[src/rtl/pipe_ctrl.sv]
// Pipeline sequencer: merges stage stall requests, runs a stall watchdog and turns
// exceptions/ERET/watchdog into a one-cycle flush plus PC redirect. PIPE_CTRL_PERF_EN adds perf counters.
module pipe_ctrl #(
  parameter logic [31:0] EXC_VECTOR    = 32'h0000_0100,
  parameter int          STALL_TIMEOUT = 16,
  parameter int          CNT_W         = 5
) (
  input  logic        clk,
  input  logic        rstn,
  input  logic        stallreq_id,
  input  logic        stallreq_ex,
  input  logic        stallreq_mem,
  input  logic        excp_valid,
  input  logic        excp_eret,
  input  logic [31:0] epc_in,
  output logic [5:0]  stall,
  output logic        flush,
  output logic        pc_redirect,
  output logic [31:0] new_pc,
  output logic        wdt_trip
`ifdef PIPE_CTRL_PERF_EN
  ,
  output logic [31:0] perf_stall_cyc,
  output logic [15:0] perf_flush_cnt
`endif
);

  typedef enum logic [1:0] {RUN, STALL, FLUSH} state_t;

  localparam logic [CNT_W-1:0] TRIP_CNT = CNT_W'(STALL_TIMEOUT - 1);

  state_t           state, next_state;
  logic [CNT_W-1:0] cnt, cnt_nxt;
  logic [5:0]       req_vec;
  logic             any_req;
  logic             wdt_fire;
  logic [31:0]      pc_nxt;

  function automatic logic [CNT_W-1:0] sat_inc_cnt(input logic [CNT_W-1:0] v);
    return (&v) ? v : v + 1'b1;
  endfunction

  assign any_req = stallreq_id | stallreq_ex | stallreq_mem;

  always_comb begin
    req_vec = 6'b000000;
    if (stallreq_mem)     req_vec = 6'b011111;
    else if (stallreq_ex) req_vec = 6'b001111;
    else if (stallreq_id) req_vec = 6'b000111;
  end

  // Stall bus is held low while in reset and during the flush cycle.
  assign stall = (rstn && state != FLUSH) ? req_vec : 6'b000000;

  always_comb begin
    next_state = state;
    cnt_nxt    = cnt;
    wdt_fire   = 1'b0;
    pc_nxt     = EXC_VECTOR;
    case (state)
      RUN: begin
        cnt_nxt = '0;
        if (excp_valid) begin
          next_state = FLUSH;
          pc_nxt     = excp_eret ? epc_in : EXC_VECTOR;
        end else if (any_req) begin
          next_state = STALL;
          cnt_nxt    = sat_inc_cnt('0);
        end
      end
      STALL: begin
        if (excp_valid) begin
          next_state = FLUSH;
          cnt_nxt    = '0;
          pc_nxt     = excp_eret ? epc_in : EXC_VECTOR;
        end else if (!any_req) begin
          next_state = RUN;
          cnt_nxt    = '0;
        end else if (cnt >= TRIP_CNT) begin
          next_state = FLUSH;
          cnt_nxt    = '0;
          wdt_fire   = 1'b1;
        end else begin
          cnt_nxt = sat_inc_cnt(cnt);
        end
      end
      FLUSH: begin
        // Any exception reported now belongs to an instruction being flushed.
        next_state = RUN;
        cnt_nxt    = '0;
      end
      default: begin
        next_state = RUN;
        cnt_nxt    = '0;
      end
    endcase
  end

  always_ff @(posedge clk or negedge rstn) begin
    if (!rstn) begin
      state       <= RUN;
      cnt         <= '0;
      flush       <= 1'b0;
      pc_redirect <= 1'b0;
      new_pc      <= 32'h0;
      wdt_trip    <= 1'b0;
    end else begin
      state       <= next_state;
      cnt         <= cnt_nxt;
      flush       <= (next_state == FLUSH);
      pc_redirect <= (next_state == FLUSH);
      if (next_state == FLUSH) new_pc <= pc_nxt;
      wdt_trip    <= wdt_trip | wdt_fire;
    end
  end

`ifdef PIPE_CTRL_PERF_EN
  function automatic logic [31:0] sat_inc32(input logic [31:0] v);
    return (&v) ? v : v + 32'd1;
  endfunction

  function automatic logic [15:0] sat_inc16(input logic [15:0] v);
    return (&v) ? v : v + 16'd1;
  endfunction

  always_ff @(posedge clk or negedge rstn) begin
    if (!rstn) begin
      perf_stall_cyc <= 32'h0;
      perf_flush_cnt <= 16'h0;
    end else begin
      if (stall != 6'b000000) perf_stall_cyc <= sat_inc32(perf_stall_cyc);
      if (next_state == FLUSH && state != FLUSH) perf_flush_cnt <= sat_inc16(perf_flush_cnt);
    end
  end
`endif

endmodule
[config.mk]
export PLATFORM = sky130hd
export DESIGN_NAME = pipe_ctrl
export DESIGN_NICKNAME = d
export VERILOG_FILES = /design/src/rtl/pipe_ctrl.sv
export SDC_FILE = /design/constraint.sdc
export NUM_CORES = 1
export LEC_CHECK = 0
export CAP_MARGIN = 30
export CORE_MARGIN = 3
export CORE_UTILIZATION = 44
export DETAILED_ROUTE_END_ITERATION = 10
export GPL_TIMING_DRIVEN = 0
export PLACE_DENSITY = 0.84
export SLEW_MARGIN = 20
export SYNTH_ARGS = -nofsm -noshare
export SYNTH_HDL_FRONTEND = slang
export SYNTH_SLANG_ARGS = --single-unit
[constraint.sdc]
create_clock -name clk -period 5.73 [get_ports clk]
set_clock_uncertainty 0.15 [all_clocks]
set_input_delay 1.146 -clock clk [delete_from_list [all_inputs] [get_ports clk]]
set_output_delay 1.146 -clock clk [all_outputs]
set_load 0.02 [all_outputs]
==> summary.txt <==
accumulated negative setup slack -> 0 ns
number of distinct library cells after synthesis -> 30
overall die area -> 4770 sq um
Layout Area Growth over Synthesis -> 54.2%
WL per Instance -> 16.1 microns
area taken by flip-flops and latches -> 1030 sq um
Initial Utilization -> 46.8%
power density normalized to cell area -> 256 nW/um^2
violation count after the first detailed-routing iteration -> 88
number of enable-type register cells in the synthesized netlist -> 0
CTS sink count -> 41
largest cells by area after synthesis -> sky130_fd_sc_hd__dfrtp_1 59%, sky130_fd_sc_hd__a32o_1 17%, sky130_fd_sc_hd__buf_8 2.6%
CTS max path bufs -> 2
Routed Antenna Nets -> 0
Pre-antenna DRT Iters -> 4
routability-driven placement congestion ratio -> 0.759
CTS resizes -> 0
sequential element share of the synthesized area -> 58.6%
Vias per Instance -> 5.51
final worst-path cycle share -> 72.4%
pin slew with the least headroom to its limit -> 0.537 ns
Inserted Diodes -> 0
reg-to-reg setup timing slack -> 3.51 ns
most frequent cells after synthesis -> 41 x sky130_fd_sc_hd__dfrtp_1, 30 x sky130_fd_sc_hd__a32o_1, 12 x sky130_fd_sc_hd__nor2_1
area used by multi-input combinational logic -> 591 sq um
all-layer global routing usage -> 19.3%
RSZ-0062 raised after global routing -> false
slowest stage cell, crit path -> sky130_fd_sc_hd__clkdlybuf4s50_1
via count of the first global-routing pass -> 1564
number of buffers added on ports -> 78
path type of the worst setup path -> in -> out
clock root buffer -> sky130_fd_sc_hd__clkbuf_8
leftover overflow at the end of global routing -> 0
post-layout net count -> 267
Crit path largest cell delay -> 0.60 ns
CP startpoint kind -> input pin
number of buffers inserted during clock tree synthesis -> 5
die outline width -> 69.1 microns
final routed DRC violation total -> 0
post-synth design cell area -> 1750 sq um
maximum clock frequency -> 241 MHz
buffer and inverter count on the worst path -> 3
number of filler cells placed in the layout -> 274
clock tree from TritonCTS -> done
Floorplan Core Area -> 3740 sq um
Yosys reg bits -> 41
I/O pins -> 80
die span in y -> 69.1 microns
clock slew at the register clock pins of the worst setup and hold paths -> 0.07 ns
PnR Total Power -> 0.691 mW
run status -> complete, no violations
Net Count, Synth -> 181
crit-path leading delay family -> buffers and inverters
required time of the worst setup path -> 4.43 ns
critical-path maximum fanout -> 22
Hold Violations, Final -> 0
largest area contributor in the netlist -> sky130_fd_sc_hd__dfrtp_1
number of pins exceeding their max-slew limit in the final report -> 0
HPWL after DPL -> 3330 microns
type of element capturing the critical path -> output port
cell chain of the critical path -> buf_2 > o21ai_0 > nor2_1 > buf_4 > clkdlybuf4s50_1
Hold Path Class -> reg -> reg
max capacitance violation total -> 0
most repeated cell in the gate-level netlist after synthesis -> sky130_fd_sc_hd__dfrtp_1
post-layout min period -> 4.15 ns
synthesized area per cell -> 12.6 sq um
buffers inserted by post-CTS timing repair -> 0
Synth Instances -> 139
main flop type after synthesis -> sky130_fd_sc_hd__dfrtp_1
maximum number of pins on one net before global-route repair -> 23
Arr. time, crit path -> 2.85 ns
Clock Latency Late Sink -> 0.29 ns
top cell type's share of synthesized area -> 58.6%
count of standard-cell rows -> 22
Max VDD drop -> 0.179 mV
CTS Hold Buffers Added -> 0
total wire length after detailed routing -> 4390 microns
routed via count -> 1503
Pleak -> 1.17 nW
Yosys Warn Count -> 0
share of final-layout standard cells stronger than drive strength 1 -> 8.89%
Async S/R FF share, synth -> 100%
Final Setup Violations -> 0
initial antenna violation count -> 0
global-route wire length before repair -> 7350 microns
Max-Slew Margin vs Limit -> 64.2%
htree depth -> 2
-- worst reg2reg max path: cells and delay by family (launching register included) --
kind,cells,cell delay [ns]
AO/OA/AOI/OAI,2,0.31
adder cells (fa/ha/maj),2,0.41
buffers and inverters,2,0.27
flip-flops,1,0.44
AND/OR/NAND/NOR,2,0.51
-- state kept, by name, indices dropped and copies added, names as in the netlist --
signal	count
pc_redirect	1
cnt	5
wdt_trip	1
new_pc	32
state	2
-- layout make-up --
cell class	instances	area share (%)
flip-flops and latches	41	38.0
repair buffers	79	29.7
multi-input cells	77	21.9
plain buffers	16	4.31
clock buffers	7	3.20
well taps	48	2.22
inverters	5	0.695
-- placed cells by master, fill, tap and decap left out, types with 2 or more instances in the layout --
master	count
sky130_fd_sc_hd__a31o_2	2
sky130_fd_sc_hd__a21oi_1	2
sky130_fd_sc_hd__or3_1	2
sky130_fd_sc_hd__clkbuf_8	6
sky130_fd_sc_hd__a32o_1	30
sky130_fd_sc_hd__nand3_1	3
sky130_fd_sc_hd__clkdlybuf4s50_1	77
sky130_fd_sc_hd__nand2_1	5
sky130_fd_sc_hd__mux2i_1	2
sky130_fd_sc_hd__buf_4	4
sky130_fd_sc_hd__buf_8	3
sky130_fd_sc_hd__inv_1	5
sky130_fd_sc_hd__clkbuf_1	9
sky130_fd_sc_hd__dfrtp_1	41
sky130_fd_sc_hd__nand4_1	2
sky130_fd_sc_hd__ha_1	3
sky130_fd_sc_hd__nor2_1	12
-- per-layer routing --
metal	GRT usage, %	share of wire [%]	wire length [microns]
met2	31.1	49	2160
met5	0	0	0
met4	6.72	1.9	82
met3	9.62	11	471
met1	22.1	38	1680
-- worst paths after layout --
check / from / end / depth (start not counted)
min in group asynchronous: rstn / new_pc[8]$_DFFE_PN0N_ / 1
max in group asynchronous: rstn / new_pc[20]$_DFFE_PN0N_ / 2
worst min-delay path: wdt_trip$_DFF_PN0_ / wdt_trip$_DFF_PN0_ / 1
worst max-delay path: rstn / stall[1] / 5
worst max register to register: cnt[0]$_DFFE_PN0P_ / new_pc[8]$_DFFE_PN0N_ / 8
worst min register to register: wdt_trip$_DFF_PN0_ / wdt_trip$_DFF_PN0_ / 1
-- where the power goes --
part | switching [mW] | internal (mW) | total (mW)
Clock | 0.0903 | 0.0955 | 0.186
Sequential | 0.0161 | 0.316 | 0.332
Combinational | 0.0784 | 0.0950 | 0.173
Total | 0.185 | 0.506 | 0.691
-- cells by family after synthesis --
family | synth area share (%)
and+or+nand+nor | 9.36
AOI/OAI and AO/OA | 20.4
buffers and inverters | 7.71
muxes | 1.14
adders and majority gates | 2.14
other | 0.214
xor gates and xnor gates | 0.500
DFF | 58.6
-- metrics by stage --
| stage | hold WS, ns | setup WS (ns) | std cells | utilization [%] | cell area, sq um |
|---|---|---|---|---|---|
| final | 0.356 | 1.58 | 273 | 72.2 | 2700 |
| after global routing | 0.384 | 1.38 | 273 | 72.2 | 2700 |
| after CTS | 0.361 | 1.54 | 273 | 72.2 | 2700 |
| after detailed placement | 0.343 | 1.54 | 266 | 69.9 | 2620 |
| after global placement | 0.325 | 0.113 | 265 | 69.3 | 2590 |
| after floorplan | 0.318 | 2.59 | 139 | - | 1750 |
(Power assumes the default switching activity.)
